<file path="src/rtl/mac_layer_sequencer.sv">
// mac_layer_sequencer: steps one Mac through an N_IN x M_OUT fully-connected layer.
// Define RELU_EN to clamp negative neuron sums to zero when they are captured.
module mac_layer_sequencer #(
    parameter int N_IN  = 4,
    parameter int M_OUT = 4,
    parameter int DW    = 8,
    parameter int AW    = 8
) (
    input  logic            clk,
    input  logic            reset,
    input  logic            start,
    output logic            busy,
    output logic            done,
    output logic [AW-1:0]   x_addr,
    output logic [AW-1:0]   w_addr,
    input  logic [DW-1:0]   x_data,
    input  logic [DW-1:0]   w_data,
    output logic            mac_clr,
    output logic [DW-1:0]   mac_a,
    output logic [DW-1:0]   mac_b,
    output logic            mac_valid_in,
    input  logic [2*DW-1:0] mac_f,
    input  logic            mac_valid_out,
    output logic [2*DW-1:0] y_data,
    output logic [AW-1:0]   y_addr,
    output logic            y_valid,
    input  logic            y_ready
);

    typedef enum logic [2:0] {
        S_IDLE,
        S_CLEAR,
        S_FEED,
        S_DRAIN,
        S_OUT,
        S_DONE
    } state_t;

    localparam logic [AW-1:0] N_LAST = AW'(N_IN - 1);
    localparam logic [AW-1:0] M_LAST = AW'(M_OUT - 1);
    localparam logic [AW-1:0] N_STEP = AW'(N_IN);

    state_t          state_q, state_d;
    logic [AW-1:0]   m_q, m_d;
    logic [AW-1:0]   n_q, n_d;
    logic [AW-1:0]   cnt_q, cnt_d;
    logic [AW-1:0]   xa_q, xa_d;
    logic [AW-1:0]   wa_q, wa_d;
    logic [DW-1:0]   a_q, a_d;
    logic [DW-1:0]   b_q, b_d;
    logic            vin_q, vin_d;
    logic [2*DW-1:0] y_q, y_d;
    logic [AW-1:0]   ya_q, ya_d;
    logic            yv_q, yv_d;
    logic [2*DW-1:0] sum_c;

    always_ff @(posedge clk or negedge reset) begin
        if (!reset) begin
            state_q <= S_IDLE;
            m_q     <= '0;
            n_q     <= '0;
            cnt_q   <= '0;
            xa_q    <= '0;
            wa_q    <= '0;
            a_q     <= '0;
            b_q     <= '0;
            vin_q   <= 1'b0;
            y_q     <= '0;
            ya_q    <= '0;
            yv_q    <= 1'b0;
        end else begin
            state_q <= state_d;
            m_q     <= m_d;
            n_q     <= n_d;
            cnt_q   <= cnt_d;
            xa_q    <= xa_d;
            wa_q    <= wa_d;
            a_q     <= a_d;
            b_q     <= b_d;
            vin_q   <= vin_d;
            y_q     <= y_d;
            ya_q    <= ya_d;
            yv_q    <= yv_d;
        end
    end

`ifdef RELU_EN
    assign sum_c = mac_f[2*DW-1] ? '0 : mac_f;
`else
    assign sum_c = mac_f;
`endif

    always_comb begin
        state_d = state_q;
        m_d     = m_q;
        n_d     = n_q;
        cnt_d   = cnt_q;
        xa_d    = xa_q;
        wa_d    = wa_q;
        a_d     = a_q;
        b_d     = b_q;
        vin_d   = (state_q == S_FEED);
        y_d     = y_q;
        ya_d    = ya_q;
        yv_d    = yv_q;

        unique case (state_q)
            S_IDLE: begin
                if (start) begin
                    m_d     = '0;
                    n_d     = '0;
                    state_d = S_CLEAR;
                end
            end
            S_CLEAR: begin
                n_d     = '0;
                cnt_d   = '0;
                xa_d    = '0;
                wa_d    = m_q * N_STEP;
                state_d = S_FEED;
            end
            S_FEED: begin
                // RAM data for the address on the bus is registered as the operand pair
                a_d = x_data;
                b_d = w_data;
                if (mac_valid_out) begin
                    cnt_d = cnt_q + 1'b1;
                end
                if (n_q == N_LAST) begin
                    state_d = S_DRAIN;
                end else begin
                    n_d  = n_q + 1'b1;
                    xa_d = n_q + 1'b1;
                    wa_d = wa_q + 1'b1;
                end
            end
            S_DRAIN: begin
                if (mac_valid_out) begin
                    if (cnt_q == N_LAST) begin
                        y_d     = sum_c;
                        ya_d    = m_q;
                        yv_d    = 1'b1;
                        state_d = S_OUT;
                    end else begin
                        cnt_d = cnt_q + 1'b1;
                    end
                end
            end
            S_OUT: begin
                if (y_ready) begin
                    yv_d = 1'b0;
                    if (m_q == M_LAST) begin
                        state_d = S_DONE;
                    end else begin
                        m_d     = m_q + 1'b1;
                        state_d = S_CLEAR;
                    end
                end
            end
            S_DONE: begin
                state_d = S_IDLE;
            end
            default: begin
                state_d = S_IDLE;
            end
        endcase
    end

    // Mac is held cleared while this block is in reset
    assign mac_clr      = ~reset | (state_q == S_CLEAR);
    assign busy         = (state_q != S_IDLE);
    assign done         = (state_q == S_DONE);
    assign x_addr       = xa_q;
    assign w_addr       = wa_q;
    assign mac_a        = a_q;
    assign mac_b        = b_q;
    assign mac_valid_in = vin_q;
    assign y_data       = y_q;
    assign y_addr       = ya_q;
    assign y_valid      = yv_q;

endmodule

</file>
<file path="config.mk">
export PLATFORM = sky130hd
export DESIGN_NAME = mac_layer_sequencer
export DESIGN_NICKNAME = d
export VERILOG_FILES = /design/src/rtl/mac_layer_sequencer.sv
export SDC_FILE = /design/constraint.sdc
export NUM_CORES = 1
export LEC_CHECK = 0
export ABC_CLOCK_PERIOD_IN_PS = 1700
export CAP_MARGIN = 20
export CORE_ASPECT_RATIO = 0.7
export CORE_MARGIN = 3
export CORE_UTILIZATION = 45
export CTS_CLUSTER_SIZE = 16
export DETAILED_ROUTE_END_ITERATION = 8
export PLACE_DENSITY = 0.88
export SYNTH_ARGS = -nofsm -noshare
export SYNTH_HDL_FRONTEND = slang
export SYNTH_SLANG_ARGS = --single-unit
export TNS_END_PERCENT = 100
</file>
<file path="constraint.sdc">
create_clock -name clk -period 1.7 [get_ports clk]
set_input_delay 0.51 -clock clk [delete_from_list [all_inputs] [get_ports clk]]
set_output_delay 0.51 -clock clk [all_outputs]
set_load 0.005 [all_outputs]
</file>
==> Word level (Yosys, flattened, before mapping) <==
Index checks and enable logic that the tools add are counted.
{ "word_totals": {"output_inout_bits": 61, "ff_bits": 85, "inputBits": 37, "elab_cells": 73} }
{ "op_classes": {"n_mux": 24, "n_addsub": 4, "eq_ne": 17, "bitwise": 2, "n_reduce_logical": 14} }
{ "op_table": {"columns": ["cell", "count"], "rows": [
  ["8-bit two-way mux", 8],
  ["8-bit one-hot mux with 2 select lines", 3],
  ["8-bit one-hot mux with 3 select lines", 2],
  ["8-bit by 1-bit adder with 8-bit output, second input constant", 4],
  ["8-bit by 2-bit == test with 1-bit output, second input constant", 3],
  ["3-bit two-way mux", 6],
  ["2-bit != test, second input constant", 8],
  ["3-bit one-hot mux with 5 select lines", 1],
  ["4-bit AND reduction", 3],
  ["3-bit nonzero test", 3],
  ["3-bit by 2-bit == test with 1-bit output, second input constant", 2],
  ["3-bit == test, second input constant", 2],
  ["3-bit AND reduction", 2],
  ["2-bit nonzero test", 3],
  ["5-bit AND reduction", 1],
  ["3-bit by 1-bit == test with 1-bit output, second input constant", 1],
  ["3-bit logical NOT", 1],
  ["1-bit two-way mux", 3],
  ["2-bit by 1-bit != test with 1-bit output, second input constant", 1],
  ["1-bit one-hot mux with 2 select lines", 1],
  ["2-bit AND reduction", 1],
  ["1-bit inverter", 1],
  ["1-bit bitwise OR", 1]
]} }

==> Logic depth before layout (Yosys ltp) <==
{ "depth": {"ltp_word": 4, "depth_mapped": 6, "mapped_depth_nobuf": 5} }

==> Worst setup path after synthesis <==
Ideal clock, no wire load.
{ "synth_timing": {"kind": "reg-to-reg", "startpoint": "register n_q[0]", "endpoint": "register xa_q[2], in the netlist x_addr[2]", "arrival_time_ns": 1.663, "n_path_buf": 1, "required_time_ns": 1.565, "setup_ns": 0.135, "synth_period_minus_slack_ns": 1.797, "path_slack_ns": -0.097, "path_stages_with_launch": 7, "path_cell_list": "dfrtp_1 -> ha_1 -> nor4b_1 -> a21oi_2 -> nor2_2 -> buf_4 -> o31ai_1"} }
{ "synth_via": {"elab_chain_len": 3, "word_cells_on_any_way": 6, "classes_between": "add/sub (1); eq/ne (2); mux (2); reduce/logical (1)"} }
{ "synth_rtl": {"columns": ["item", "line", "rtl"], "rows": [
  ["start: declaration", "45", "logic [AW-1:0] n_q, n_d;"],
  ["start signal: assignment", "74", "n_q <= n_d;"],
  ["8-bit by 1-bit adder with 8-bit output / 8-bit by 2-bit == test with 1-bit output (equally long branches)", "133, 129", null],
  ["8-bit two-way mux / 2-bit != test (equally long branches)", null, null],
  ["8-bit one-hot mux with 2 select lines / 2-bit AND reduction (equally long branches)", null, null],
  ["end signal: assignment", "63", "xa_q <= '0;"],
  ["end signal: assignment", "76", "xa_q <= xa_d;"],
  ["end: declaration", "47", "logic [AW-1:0] xa_q, xa_d;"]
]} }
Several ways; a longest one is shown, not always the timed one. The select of a mux whose other input is x is not followed.
A chain may end at the register's enable or synchronous reset.

==> Worst setup path in the final report <==
{ "layout_timing": {"startpoint": "register state_q[0]", "endpoint": "register n_q[1]"} }
{ "layout_via": {"elab_chain_len": 3, "word_cells_on_any_way": 8, "classes_between": "eq/ne (4); mux (1); reduce/logical (3)"} }
{ "layout_rtl": {"columns": ["item", "line", "rtl"], "rows": [
  ["start: declaration", "43", "state_t state_q, state_d;"],
  ["start signal: assignment", "72", "state_q <= state_d;"],
  ["3-bit by 2-bit == test with 1-bit output, or another cell as far along", "107", "unique case (state_q)"],
  ["2-bit != test (no source line) / 3-bit nonzero test (equally long branches)", null, null],
  ["3-bit AND reduction (no source line)", null, null]
]} }
Several ways; a longest one is shown, not always the timed one.

==> metrics.txt <==
RSZ-0062 raised after global routing=true; Worst Hold Class=in2async; critical path fanouts, max=7; most used cell, CP=buf_6; Slew headroom=56.8%; share of cells above drive strength 1=33.0%; main flop type after synthesis=dfrtp_1; Post-synth top cells=85 x dfrtp_1, 68 x nand2_1, 19 x mux2_4; Antenna Nets Post-Route=0; Die Y=85.3 µm; CP required=between 1.5 and 2 ns; Post-DP HPWL=approximately 7800 µm; # DRC=0; final design utilization=75.2%; Final setup viols=71; Die ar.=around 10000 µm²; hold buffer count at CTS=0; Max Clk Rate=0.549 GHz; Flop pwr share=31.0%; CP max stage cell=or3b_4; Net Sw Frac=35.3%; Int Pwr=between 6 and 7 mW; syn nets=421; Initial DRC Count=364; async set-or-reset flop fraction in the synthesized netlist=100%; antenna violations before repair=0; FILL cells=513; number of global-route vias before repair=between 3000 and 4000; first-pass GRT wire length=20200 µm; clock share of power=20.3%; maxcap violations=0; Post-Syn Area=around 4000 µm²; Syn Area/Cell=~11 µm²; Pre-antenna DRT Iters=5; hold slack=0.364 ns; TritonCTS Sinks=between 80 and 90; Die W=about 120 µm; CTS Buf Count=9; Initial Utilization=47.1%; # IOs=98; gpl congestion=0.846; Rows=28; vias=around 4000; Yosys reg bits=85; CP startpoint kind=flop; vias per inst=between 5 and 6; top cell type's share of synthesized area=52.6%; pin count of the biggest net entering global routing=51; failing checks=negative setup slack; core box area=8580 µm²; slowest cell delay on critical path=0.47 ns; Leak Pwr=3.24 nW; Detailed Route WL=13300 µm; Clock H-tree levels=3; max-slew violations=0; Cell Pwr Density=roughly 1600 nW/µm²; Cell Chain, Critical Path=buf_6, buf_6, or3b_4, a21o_4, and2_4, a22o_1; top-count cell post-synth=dfrtp_1; final hold vios=0; Max clock buf depth=2; Post-Synthesis Cells=380; Port Buffers=a little under 100; CP endpoint kind=flop; CTS tree=built; Synthesis Warnings=0; Setup Skew=0.00522 ns; Switch Pwr=3.67 mW; Clk Latency, worst-skew pair=approximately 0.34 ns; Reg clk slew, reported paths=0.06 ns; gr ovfl total=0; EDFF count, synth=0; wire length per cell=19.4 µm; Design Power=10.4 mW; Antenna Cells=0; post-synth cell types=59; Worst-Margin Slew=0.648 ns; top area cells in the synthesized netlist=dfrtp_1 53%, mux2_4 7.1%, nand2_1 6.3%; final critical-path required period=1.82 ns; sequential area share after synthesis=52.6%; crit share post-route=107%; Nets=601; CP arrival=2.05 ns; Logic pwr share=48.6%; P&R area growth vs syn=59.7%; PnR worst setup slack=-0.122 ns; outcome=finished, violations left; GRT Total Usage=roughly 25%; maximum vdd drop=between 0.9 and 1 mV; area leader, netlist=dfrtp_1; Setup CP Type=reg2reg; clk root buf=clkbuf_16
## sequential cells by signal, summed over array words and instances (netlist names)
signal,count
cnt_q,8
m_q,8
mac_a,8
mac_b,8
mac_valid_in,1
n_q,8
state_q,3
w_addr,8
x_addr,8
y_addr,8
y_data,16
y_valid,1
## cells in the final DEF, fill, tap and decap left out, types with 11 or more instances in the layout
master and n:
dfrtp_1 84, buf_4 71, nand2_1 64, dlygate4sd2_1 55, clkdlybuf4s50_1 36, mux2_4 22
nor2_1 15, buf_6 13, clkbuf_16 12, nand3_1 11
## worst max-delay path: cells and delay by family, from the launching register on
kind | cells | cell delay (ns)
flip-flops | 1 | 0.42
AO/OA/AOI/OAI | 2 | 0.41
buffers and inverters | 2 | 0.24
AND/OR/NAND/NOR | 2 | 0.63
## final cells by class
type	instances	area (µm²)	share of cell area [%]
Inverter	8	35.0	0.543
Tap cell	120	150	2.33
Clock buffer	9	225	3.49
Multi-Input combinational cell	269	2100	32.5
Sequential cell	85	2130	33.0
Timing Repair Buffer	187	1720	26.7
Clock inverter	6	93.8	1.45
## worst paths after layout
path,from,to,slack [ns],cells after the start
worst max-delay path,state_q[0],n_q[1],-0.12,6
worst min-delay path,reset,n_q[2],0.36,3
worst max register to register,state_q[0],n_q[1],-0.12,6
worst min register to register,mac_b[6],mac_b[6],0.47,2
max in group asynchronous,reset,w_addr[2],0.78,3
min in group clk,mac_b[6],mac_b[6],0.47,2
## layer usage
metal  routed length, µm  vias up  track usage [%]
li1                    -     1731                -
met4                 448        0             8.73
met5                   0        -                0
met2                6280      225             40.4
met3                1060       52             7.99
met1                5510     1908             32.0
## cell families after synthesis
kind of cell / count (synthesis) / synth area share [%]
xor gates and xnor gates: 5 / 1.08
AOI/OAI and AO/OA: 82 / 13.9
DFF: 85 / 52.6
buffers and inverters: 27 / 3.19
adders and majority gates: 4 / 1.24
and+or+nand+nor: 149 / 18.5
muxes: 28 / 9.48
## stage by stage
stage	instance area (µm²)	TNS [ns]	instances	setup WS [ns]
2_1_floorplan	4060	-0.655	380	-0.0360
3_3_place_gp	5480	-6.01	631	-0.304
3_5_place_dp	5480	-8.16	631	-0.354
4_1_cts	6180	-1.36	672	-0.0956
5_1_grt	6450	-6.75	684	-0.179
6_report	6450	-3.79	684	-0.122
## power groups by stage
stage / logic, mW / registers (mW) / clock network (mW)
after floorplan: 1.89 / 3.28 / 0
after global routing: 5.47 / 3.29 / 2.23
final: 5.05 / 3.22 / 2.11
after CTS: 4.70 / 3.19 / 2.13
after global placement: 3.96 / 3.20 / 0
after detailed placement: 4.11 / 3.26 / 0
## repair_timing
action / CTS / global route
gates cloned: 2 / 4
endpoints found under the setup margin: 125 / 81
pin swaps: 22 / 17
buffers inserted: 24 / 9
resized for setup: 124 / 35
No activity file was read; power rests on OpenSTA's default activity.
